$ cat src/rtl/dpram_wr_arbiter_pkg.sv
// Shared types and helpers for the DPRAM write-port arbiter.
package dpram_wr_arbiter_pkg;

    localparam logic ST_IDLE  = 1'b0;
    localparam logic ST_BURST = 1'b1;

    typedef enum logic {
        StIdle  = ST_IDLE,
        StBurst = ST_BURST
    } state_e;

    function automatic int unsigned clog2(input int unsigned n);
        int unsigned w;
        w = 0;
        while ((64'd1 << w) < 64'(n)) begin
            w++;
        end
        return w;
    endfunction

endpackage

$ cat src/rtl/dpram_wr_arbiter_rr_pick.sv
// Rotating-priority picker: first set request at or after ptr, wrapping mod NREQ.
module rr_pick
    import dpram_wr_arbiter_pkg::*;
#(
    parameter int unsigned NREQ = 4,
    parameter int unsigned IW   = 2
) (
    input  logic [NREQ-1:0] req,
    input  logic [IW-1:0]   ptr,
    output logic            any,
    output logic [IW-1:0]   idx
);

    int unsigned j;
    logic [IW-1:0] jj;

    always_comb begin
        any = 1'b0;
        idx = '0;
        j   = 0;
        jj  = '0;
        for (int unsigned k = 0; k < NREQ; k++) begin
            j  = (32'(ptr) + k) % NREQ;
            jj = IW'(j);
            if (!any && req[jj]) begin
                any = 1'b1;
                idx = jj;
            end
        end
    end

endmodule

$ cat src/rtl/dpram_wr_arbiter.sv
// Round-robin arbiter sharing one DPRAM write port among NREQ valid/ready requesters,
// holding each grant for a burst ending on req_last or after MAX_BURST beats.
module dpram_wr_arbiter
    import dpram_wr_arbiter_pkg::*;
#(
    parameter  int unsigned WIDTH     = 16,
    parameter  int unsigned DEPTH     = 16,
    parameter  int unsigned ADDR      = 4,
    parameter  int unsigned NREQ      = 4,
    parameter  int unsigned MAX_BURST = 8,
    localparam int unsigned GW        = clog2(NREQ)
) (
    input  logic                  wrclk,
    input  logic                  rd_rst_n,
    input  logic [NREQ-1:0]       req_valid,
    input  logic [NREQ-1:0]       req_last,
    input  logic [NREQ*ADDR-1:0]  req_addr,
    input  logic [NREQ*WIDTH-1:0] req_data,
    output logic [NREQ-1:0]       req_ready,
    output logic                  wr_en,
    output logic [ADDR-1:0]       wr_addr,
    output logic [WIDTH-1:0]      wr_data,
    output logic [GW-1:0]         grant_id,
    output logic                  busy
);

    localparam int unsigned BW = (clog2(MAX_BURST) > 0) ? clog2(MAX_BURST) : 1;

    if (DEPTH != (1 << ADDR)) begin : g_bad_depth
        $error("DEPTH must equal 2**ADDR");
    end
    if (NREQ < 2 || NREQ > 8) begin : g_bad_nreq
        $error("NREQ must be in 2..8");
    end
    if (MAX_BURST < 1) begin : g_bad_burst
        $error("MAX_BURST must be at least 1");
    end

    state_e            state_q;
    logic [GW-1:0]     grant_q;
    logic [GW-1:0]     rr_ptr_q;
    logic [BW-1:0]     beat_cnt_q;
    logic              wr_en_q;
    logic [ADDR-1:0]   wr_addr_q;
    logic [WIDTH-1:0]  wr_data_q;

    logic              pick_any;
    logic [GW-1:0]     pick_idx;
    logic              accept;
    logic              burst_end;
    logic [ADDR-1:0]   sel_addr;
    logic [WIDTH-1:0]  sel_data;
    logic [GW-1:0]     next_ptr;

    rr_pick #(
        .NREQ (NREQ),
        .IW   (GW)
    ) u_pick (
        .req (req_valid),
        .ptr (rr_ptr_q),
        .any (pick_any),
        .idx (pick_idx)
    );

    assign sel_addr  = req_addr[32'(grant_q) * ADDR +: ADDR];
    assign sel_data  = req_data[32'(grant_q) * WIDTH +: WIDTH];
    assign accept    = (state_q == StBurst) && req_valid[grant_q];
    // Forced end on the MAX_BURST-th beat even without req_last.
    assign burst_end = accept && (req_last[grant_q] || beat_cnt_q == BW'(MAX_BURST - 1));
    assign next_ptr  = (grant_q == GW'(NREQ - 1)) ? '0 : grant_q + 1'b1;

    always_comb begin
        req_ready = '0;
        if (state_q == StBurst) begin
            req_ready[grant_q] = 1'b1;
        end
    end

    always_ff @(posedge wrclk or negedge rd_rst_n) begin
        if (!rd_rst_n) begin
            state_q    <= StIdle;
            grant_q    <= '0;
            rr_ptr_q   <= '0;
            beat_cnt_q <= '0;
            wr_en_q    <= 1'b0;
            wr_addr_q  <= '0;
            wr_data_q  <= '0;
        end else begin
            wr_en_q <= 1'b0;
            case (state_q)
                StIdle: begin
                    if (pick_any) begin
                        grant_q    <= pick_idx;
                        beat_cnt_q <= '0;
                        state_q    <= StBurst;
                    end
                end
                StBurst: begin
                    if (accept) begin
                        wr_en_q    <= 1'b1;
                        wr_addr_q  <= sel_addr;
                        wr_data_q  <= sel_data;
                        beat_cnt_q <= beat_cnt_q + 1'b1;
                    end
                    if (burst_end) begin
                        state_q  <= StIdle;
                        rr_ptr_q <= next_ptr;
                    end
                end
                default: state_q <= StIdle;
            endcase
        end
    end

    assign wr_en    = wr_en_q;
    assign wr_addr  = wr_addr_q;
    assign wr_data  = wr_data_q;
    assign grant_id = grant_q;
    assign busy     = (state_q == StBurst);

endmodule

$ cat config.mk
export PLATFORM = sky130hd
export DESIGN_NAME = dpram_wr_arbiter
export DESIGN_NICKNAME = d
export VERILOG_FILES = /design/src/rtl/dpram_wr_arbiter_pkg.sv /design/src/rtl/dpram_wr_arbiter_rr_pick.sv /design/src/rtl/dpram_wr_arbiter.sv
export SDC_FILE = /design/constraint.sdc
export NUM_CORES = 1
export LEC_CHECK = 0
export CORE_MARGIN = 2
export CORE_UTILIZATION = 34
export DETAILED_ROUTE_END_ITERATION = 8
export MAX_ROUTING_LAYER = met4
export PLACE_DENSITY = 0.87
export SLEW_MARGIN = 20
export SYNTH_ARGS = -nofsm -noshare
export SYNTH_HDL_FRONTEND = slang
export SYNTH_SLANG_ARGS = --single-unit
$ cat constraint.sdc
create_clock -name wrclk -period 1.7 [get_ports wrclk]
set_input_delay 0.34 -clock wrclk [delete_from_list [all_inputs] [get_ports wrclk]]
set_output_delay 0.34 -clock wrclk [all_outputs]
set_load 0.005 [all_outputs]
# After elaboration in Yosys (flattened, before gate mapping)
# Index checks and enable logic that the tools add are counted.
# word_totals
reg_bits	29
out_inout_bits	28
wordCells	71
# op_classes
addsub	5
n_lt_le_gt_ge	6
n_eq_ne	4
n_shift	2
muxes	32
bitwise	1
reduce_logical	14
# op_table
op	n
indexed part select 64 x 7 -> 16 bit	1
indexed part select 16 x 5 -> 4 bit	1
< comparator 2 x 3 -> 1 bit, second input constant	5
2-to-1 mux 1 bit	15
binary-select mux 1 bit (select 2 bit)	6
2-to-1 mux 2 bit	5
AND reduction 2 bit	4
logical AND 1 bit	6
2-to-1 mux 3 bit	2
one-hot mux 3 bit (2 select lines)	1
adder 2 x 1 -> 2 bit, second input constant	2
adder 2 bit, second input constant	2
2-to-1 mux 4 bit	1
adder 3 x 1 -> 3 bit, second input constant	1
equality test 3 bit, second input constant	1
zero test 1 bit	3
demux 1 bit (select 2 bit)	1
equality test 2 bit, second input constant	1
>= comparator 2 x 1 -> 1 bit, second input constant	1
inequality test 2 x 1 -> 1 bit, second input constant	1
inequality test 2 bit, second input constant	1
one-hot mux 1 bit (2 select lines)	1
logical OR 1 bit	1
NOT 1 bit	1

# Longest topological paths before layout
# depth
ltp_word	14
mapped_depth	6
ltp_nobuf	6

# Modules after synthesis
# Synthesis repeated with hierarchy kept, for this count alone.
# hier_totals
hier_cells	138
hier_area_um2	1894.3
# modules_own_cells
mod	instances	cells_per_inst	area_per_inst_um2	seq_area_each_um2
dpram_wr_arbiter	1	123	1816.7	725.7
rr_pick	1	15	77.6	0.0

# Worst setup path before layout
# OpenSTA, ideal clock, no wires.
# synth_timing
kind	reg-to-output
start	reg grant_q[1] (netlist: grant_id[1])
end	out req_ready[1]
t_arrival_ns	1.311
required_time_ns	1.360
setup_slack_ns	0.049
stages_incl_launch_ff	6
n_path_buf	2
cell_sequence	dfrtp_1 > buf_6 > clkbuf_1 > inv_1 > ha_1 > and2_1
# synth_via
elab_chain_len	5
# synth_rtl
element	line_no	text
start: declaration	dpram_wr_arbiter.sv:40	logic [GW-1:0] grant_q;
start signal: assignment	dpram_wr_arbiter.sv:93	grant_q <= pick_idx;
< comparator 2 x 3 -> 1 bit (implied by the code) / >= comparator 2 x 1 -> 1 bit (equally long branches)	dpram_wr_arbiter.sv:75	req_ready[grant_q] = 1'b1;
logical AND 1 bit (implied by the code)	dpram_wr_arbiter.sv:75	
2-to-1 mux 1 bit (implied by the code)	dpram_wr_arbiter.sv:75	
demux 1 bit (select 2 bit) *	dpram_wr_arbiter.sv:75	
2-to-1 mux 4 bit *	dpram_wr_arbiter.sv:74	if (state_q == StBurst) begin
end: declaration	dpram_wr_arbiter.sv:19	output logic [NREQ-1:0] req_ready,
# Mark *: on every way between the ends. The rest lies on a longest branch, timed or not.

# Final worst setup path
# layout_timing
start	reg grant_q[1] (netlist: grant_id[1])
end	reg rr_ptr_q[0]
# layout_via
elab_chain_len	5
# layout_rtl
element	line_no	text
binary-select mux 1 bit (select 2 bit) (on tied branches)	dpram_wr_arbiter.sv:67, dpram_wr_arbiter.sv:69	
2-to-1 mux 1 bit (on tied branches)	dpram_wr_arbiter.sv:67, dpram_wr_arbiter.sv:69	
logical AND 1 bit / logical OR 1 bit (equally long branches)	dpram_wr_arbiter.sv:67, dpram_wr_arbiter.sv:69	
logical AND 1 bit	dpram_wr_arbiter.sv:69	assign burst_end = accept && (req_last[grant_q] || beat_cnt_q == BW'(MAX_BURST - 1));
AND reduction 2 bit (no line)	n/a	
end signal: assignment	dpram_wr_arbiter.sv:107	rr_ptr_q <= next_ptr;
end: declaration	dpram_wr_arbiter.sv:41	logic [GW-1:0] rr_ptr_q;
# Parallel ways exist; a longest one is shown, timed or not. The select of a mux whose other input is x is not followed.
# A chain may end at the register's enable or synchronous reset.

==> impl_metrics.env <==
export IMPL_finalSetupTns_ns=-0.798
export IMPL_synth_area_leaders="dfrtp_1 37%, mux4_2 23%, mux2_4 15%"
export IMPL_root_buffer="clkbuf_8"
export IMPL_synth_fp_nets=228
export IMPL_min_period_ns=1.78
export IMPL_dieArea_sq_mm=0.00639
export IMPL_start_util_pct=35.4
export IMPL_cts_tree="done"
export IMPL_rows=27
export IMPL_syn_inst=132
export IMPL_yosys_warnings=0
export IMPL_cts_max_level=2
export IMPL_drive_above_1_share_pct=33.9
export IMPL_wl_per_cell_um=16.8
export IMPL_overflow=0
export IMPL_avgViaCountPerCell=4.92
export IMPL_grt_pass1_vias=1817
export IMPL_max_freq_ghz=0.561
export IMPL_slew_headroom_pct=74.4
export IMPL_setup_violations=15
export IMPL_ys_seq_elements=29
export IMPL_peakVddDrop_uv=805
export IMPL_syn_area_sq_mm=0.00196
export IMPL_finalCritPeriodShare_pct=105
export IMPL_first_pass_iters=4
export IMPL_hold_viol=0
export IMPL_r2r_cells=5
export IMPL_yosysMostFrequentCell="dfrtp_1"
export IMPL_worstReg2RegEnd="rr_ptr_q[0]$_DFFE_PN0P_"
export IMPL_synth_edf_count=0
export IMPL_syn_to_final_growth_pct=83.2
export IMPL_cp_endpoint="rr_ptr_q[0]$_DFFE_PN0P_"
export IMPL_status="complete, but fails checks"
export IMPL_cts_buffer_depth=2
export IMPL_drv_slew=0
export IMPL_drt_wl_total_um=5860
export IMPL_ys_flop_type="dfrtp_1"
export IMPL_r2r_setup_slack_ns=-0.08
export IMPL_cts_clk_slew_worst_paths_ns=0.06
export IMPL_yosysTopAreaCellShare_pct=37.0
export IMPL_ys_async_sr_fraction_pct=100
export IMPL_p_leak_nw=1.49
export IMPL_path_class="flop to flop"
export IMPL_crit_fanout=6
export IMPL_die_h_um=79.9
export IMPL_grt_max_degree=30
export IMPL_vias=1718
export IMPL_netlist_top_cells_count="29 x dfrtp_1, 20 x mux4_2, 19 x mux2_4, 7 x nand2_1"
export IMPL_arrival_ns=1.94
export IMPL_die_width_um=79.9
export IMPL_antenna_found_initial=0
export IMPL_synth_top_cell_by_area="dfrtp_1"
export IMPL_crit_path_end_kind="flop"
export IMPL_clkSinkCount=29
export IMPL_core_area_sq_mm=0.00554
export IMPL_hpwl_um=4620
export IMPL_skew_ns=0.00198
export IMPL_drv_cap=0
export IMPL_grt_use_total_pct=19.2
export IMPL_failed_checks="negative setup slack"
export IMPL_clkLatencyLatePin_ns=0.27
export IMPL_synth_seq_area_share_pct=37.0
export IMPL_first_iter_violations=40
export IMPL_grt_pass1_wl_um=8950
export IMPL_p_per_area_mw_per_mm2=1620
export IMPL_ys_types=27
export IMPL_io_pins=118
export IMPL_globalplace_congestion=0.799
export IMPL_final_nets=372
export IMPL_fin_ws_ns=-0.0834
export IMPL_drc=0
export IMPL_port_buffers=117
export IMPL_worstPathRequired_ns=1.86
export IMPL_hp_class="input pin to async pin"
export IMPL_cts_buffers=5
export IMPL_r2r_start="grant_id[1]$_DFFE_PN0P_"
export IMPL_cp_start_kind="flop"
export IMPL_ant_nets=0
export IMPL_synth_avg_cell_area_sq_um=14.9
export IMPL_worstSetupStartpoint="grant_id[1]$_DFFE_PN0P_"
export IMPL_finalPower_mw=5.82
export IMPL_rsz0062_at_grt="yes"
export IMPL_worst_pin_slew_ns=0.384
export IMPL_diodes=0
## power breakdown
| part | internal (mW) | switching (mW) |
|---|---|---|
| logic | 2.58 | 1.31 |
| clock network | 0.365 | 0.261 |
| registers | 1.06 | 0.242 |
## critical path, cell delays in order, from the launching register on
cell,delay (ns)
dfrtp_1,0.38
buf_6,0.12
buf_8,0.12
mux2_2,0.36
o311ai_4,0.30
mux2_2,0.37
## final cells by class
cell class                 count  area, sq um
sequential                    29          727
multi-input combinational     90         1190
tap                           72         90.1
clock buffer                   7         96.3
timing repair buffer         146         1470
inverter                       4         17.5
clock inverter                 1         5.00
fill                         456         1950
## state kept, by name (all words and copies together), names as in the netlist
name        flops
busy            1
beat_cnt_q      3
grant_id        2
wr_addr         4
wr_en           1
wr_data        16
rr_ptr_q        2
## worst min path at each step
stage,from,end,slack [ns]
floorplan,rd_rst_n,beat_cnt_q[0]$_DFFE_PN0P_,0.04
detailed placement,wr_data[3]$_DFFE_PN0P_,wr_data[3]$_DFFE_PN0P_,0.50
global route,rd_rst_n,wr_data[10]$_DFFE_PN0P_,0.49
global placement,wr_data[12]$_DFFE_PN0P_,wr_data[12]$_DFFE_PN0P_,0.50
finish,rd_rst_n,wr_data[6]$_DFFE_PN0P_,0.46
CTS,rd_rst_n,wr_data[11]$_DFFE_PN0P_,0.47
## through the flow
step                setup slack, ns  util [%]  instances  area, sq um  hold slack, ns
finish                      -0.0834      64.8        349         3590           0.462
global route                 -0.132      64.8        349         3590           0.492
floorplan                    0.0486         -        132         1960          0.0444
detailed placement           -0.264      60.1        331         3330           0.497
CTS                         -0.0822      64.5        348         3570           0.471
global placement             -0.214      60.1        331         3330           0.495
## layer usage
layer | vias up | routed length [um] | track usage (%)
li1 | 796 | - | -
met1 | 849 | 2100 | 20.2
met5 | - | 0 | -
met2 | 67 | 3280 | 35.4
met4 | 0 | 74 | 5.93
met3 | 6 | 399 | 4.41
## placed cells by master (no fill, tap or decap), types with 2 or more instances in the layout
cell type / netlist / final
clkdlybuf4s50_1: 0 / 111
clkbuf_8: 0 / 7
o21ai_0: 3 / 3
nand2_1: 7 / 7
mux2_4: 19 / 19
inv_1: 4 / 2
buf_8: 0 / 2
a21oi_1: 2 / 2
buf_12: 0 / 3
buf_6: 4 / 4
dlygate4sd2_1: 0 / 2
dfrtp_1: 29 / 28
nor2_1: 3 / 2
mux2_2: 4 / 4
nand3_1: 2 / 2
buf_4: 2 / 19
nor2b_1: 3 / 3
mux4_2: 20 / 20
ha_1: 6 / 4
and2_1: 4 / 3
o211ai_1: 2 / 2
mux2i_1: 6 / 4
## logic make-up (layout without fill, tap and decap cells)
logic type | count (synthesis) | in the layout | share of synthesized area, %
muxes | 49 | 49 | 42.9
DFF | 29 | 29 | 37.0
and+or+nand+nor | 22 | 22 | 5.74
buffers and inverters | 13 | 158 | 4.40
AOI/OAI and AO/OA | 12 | 12 | 5.68
adders and majority gates | 6 | 6 | 3.83
xor gates and xnor gates | 1 | 1 | 0.447
## timing repair
item                       4_1_cts  5_1_grt
hold endpoints to repair         0        0
pin swaps                        1        0
setup buffers                    9        2
resized for setup               28       11
gates cloned                     1        0
hold buffers                     0        0
setup endpoints to repair       24       31
No activity file was read; power rests on OpenSTA's default activity.
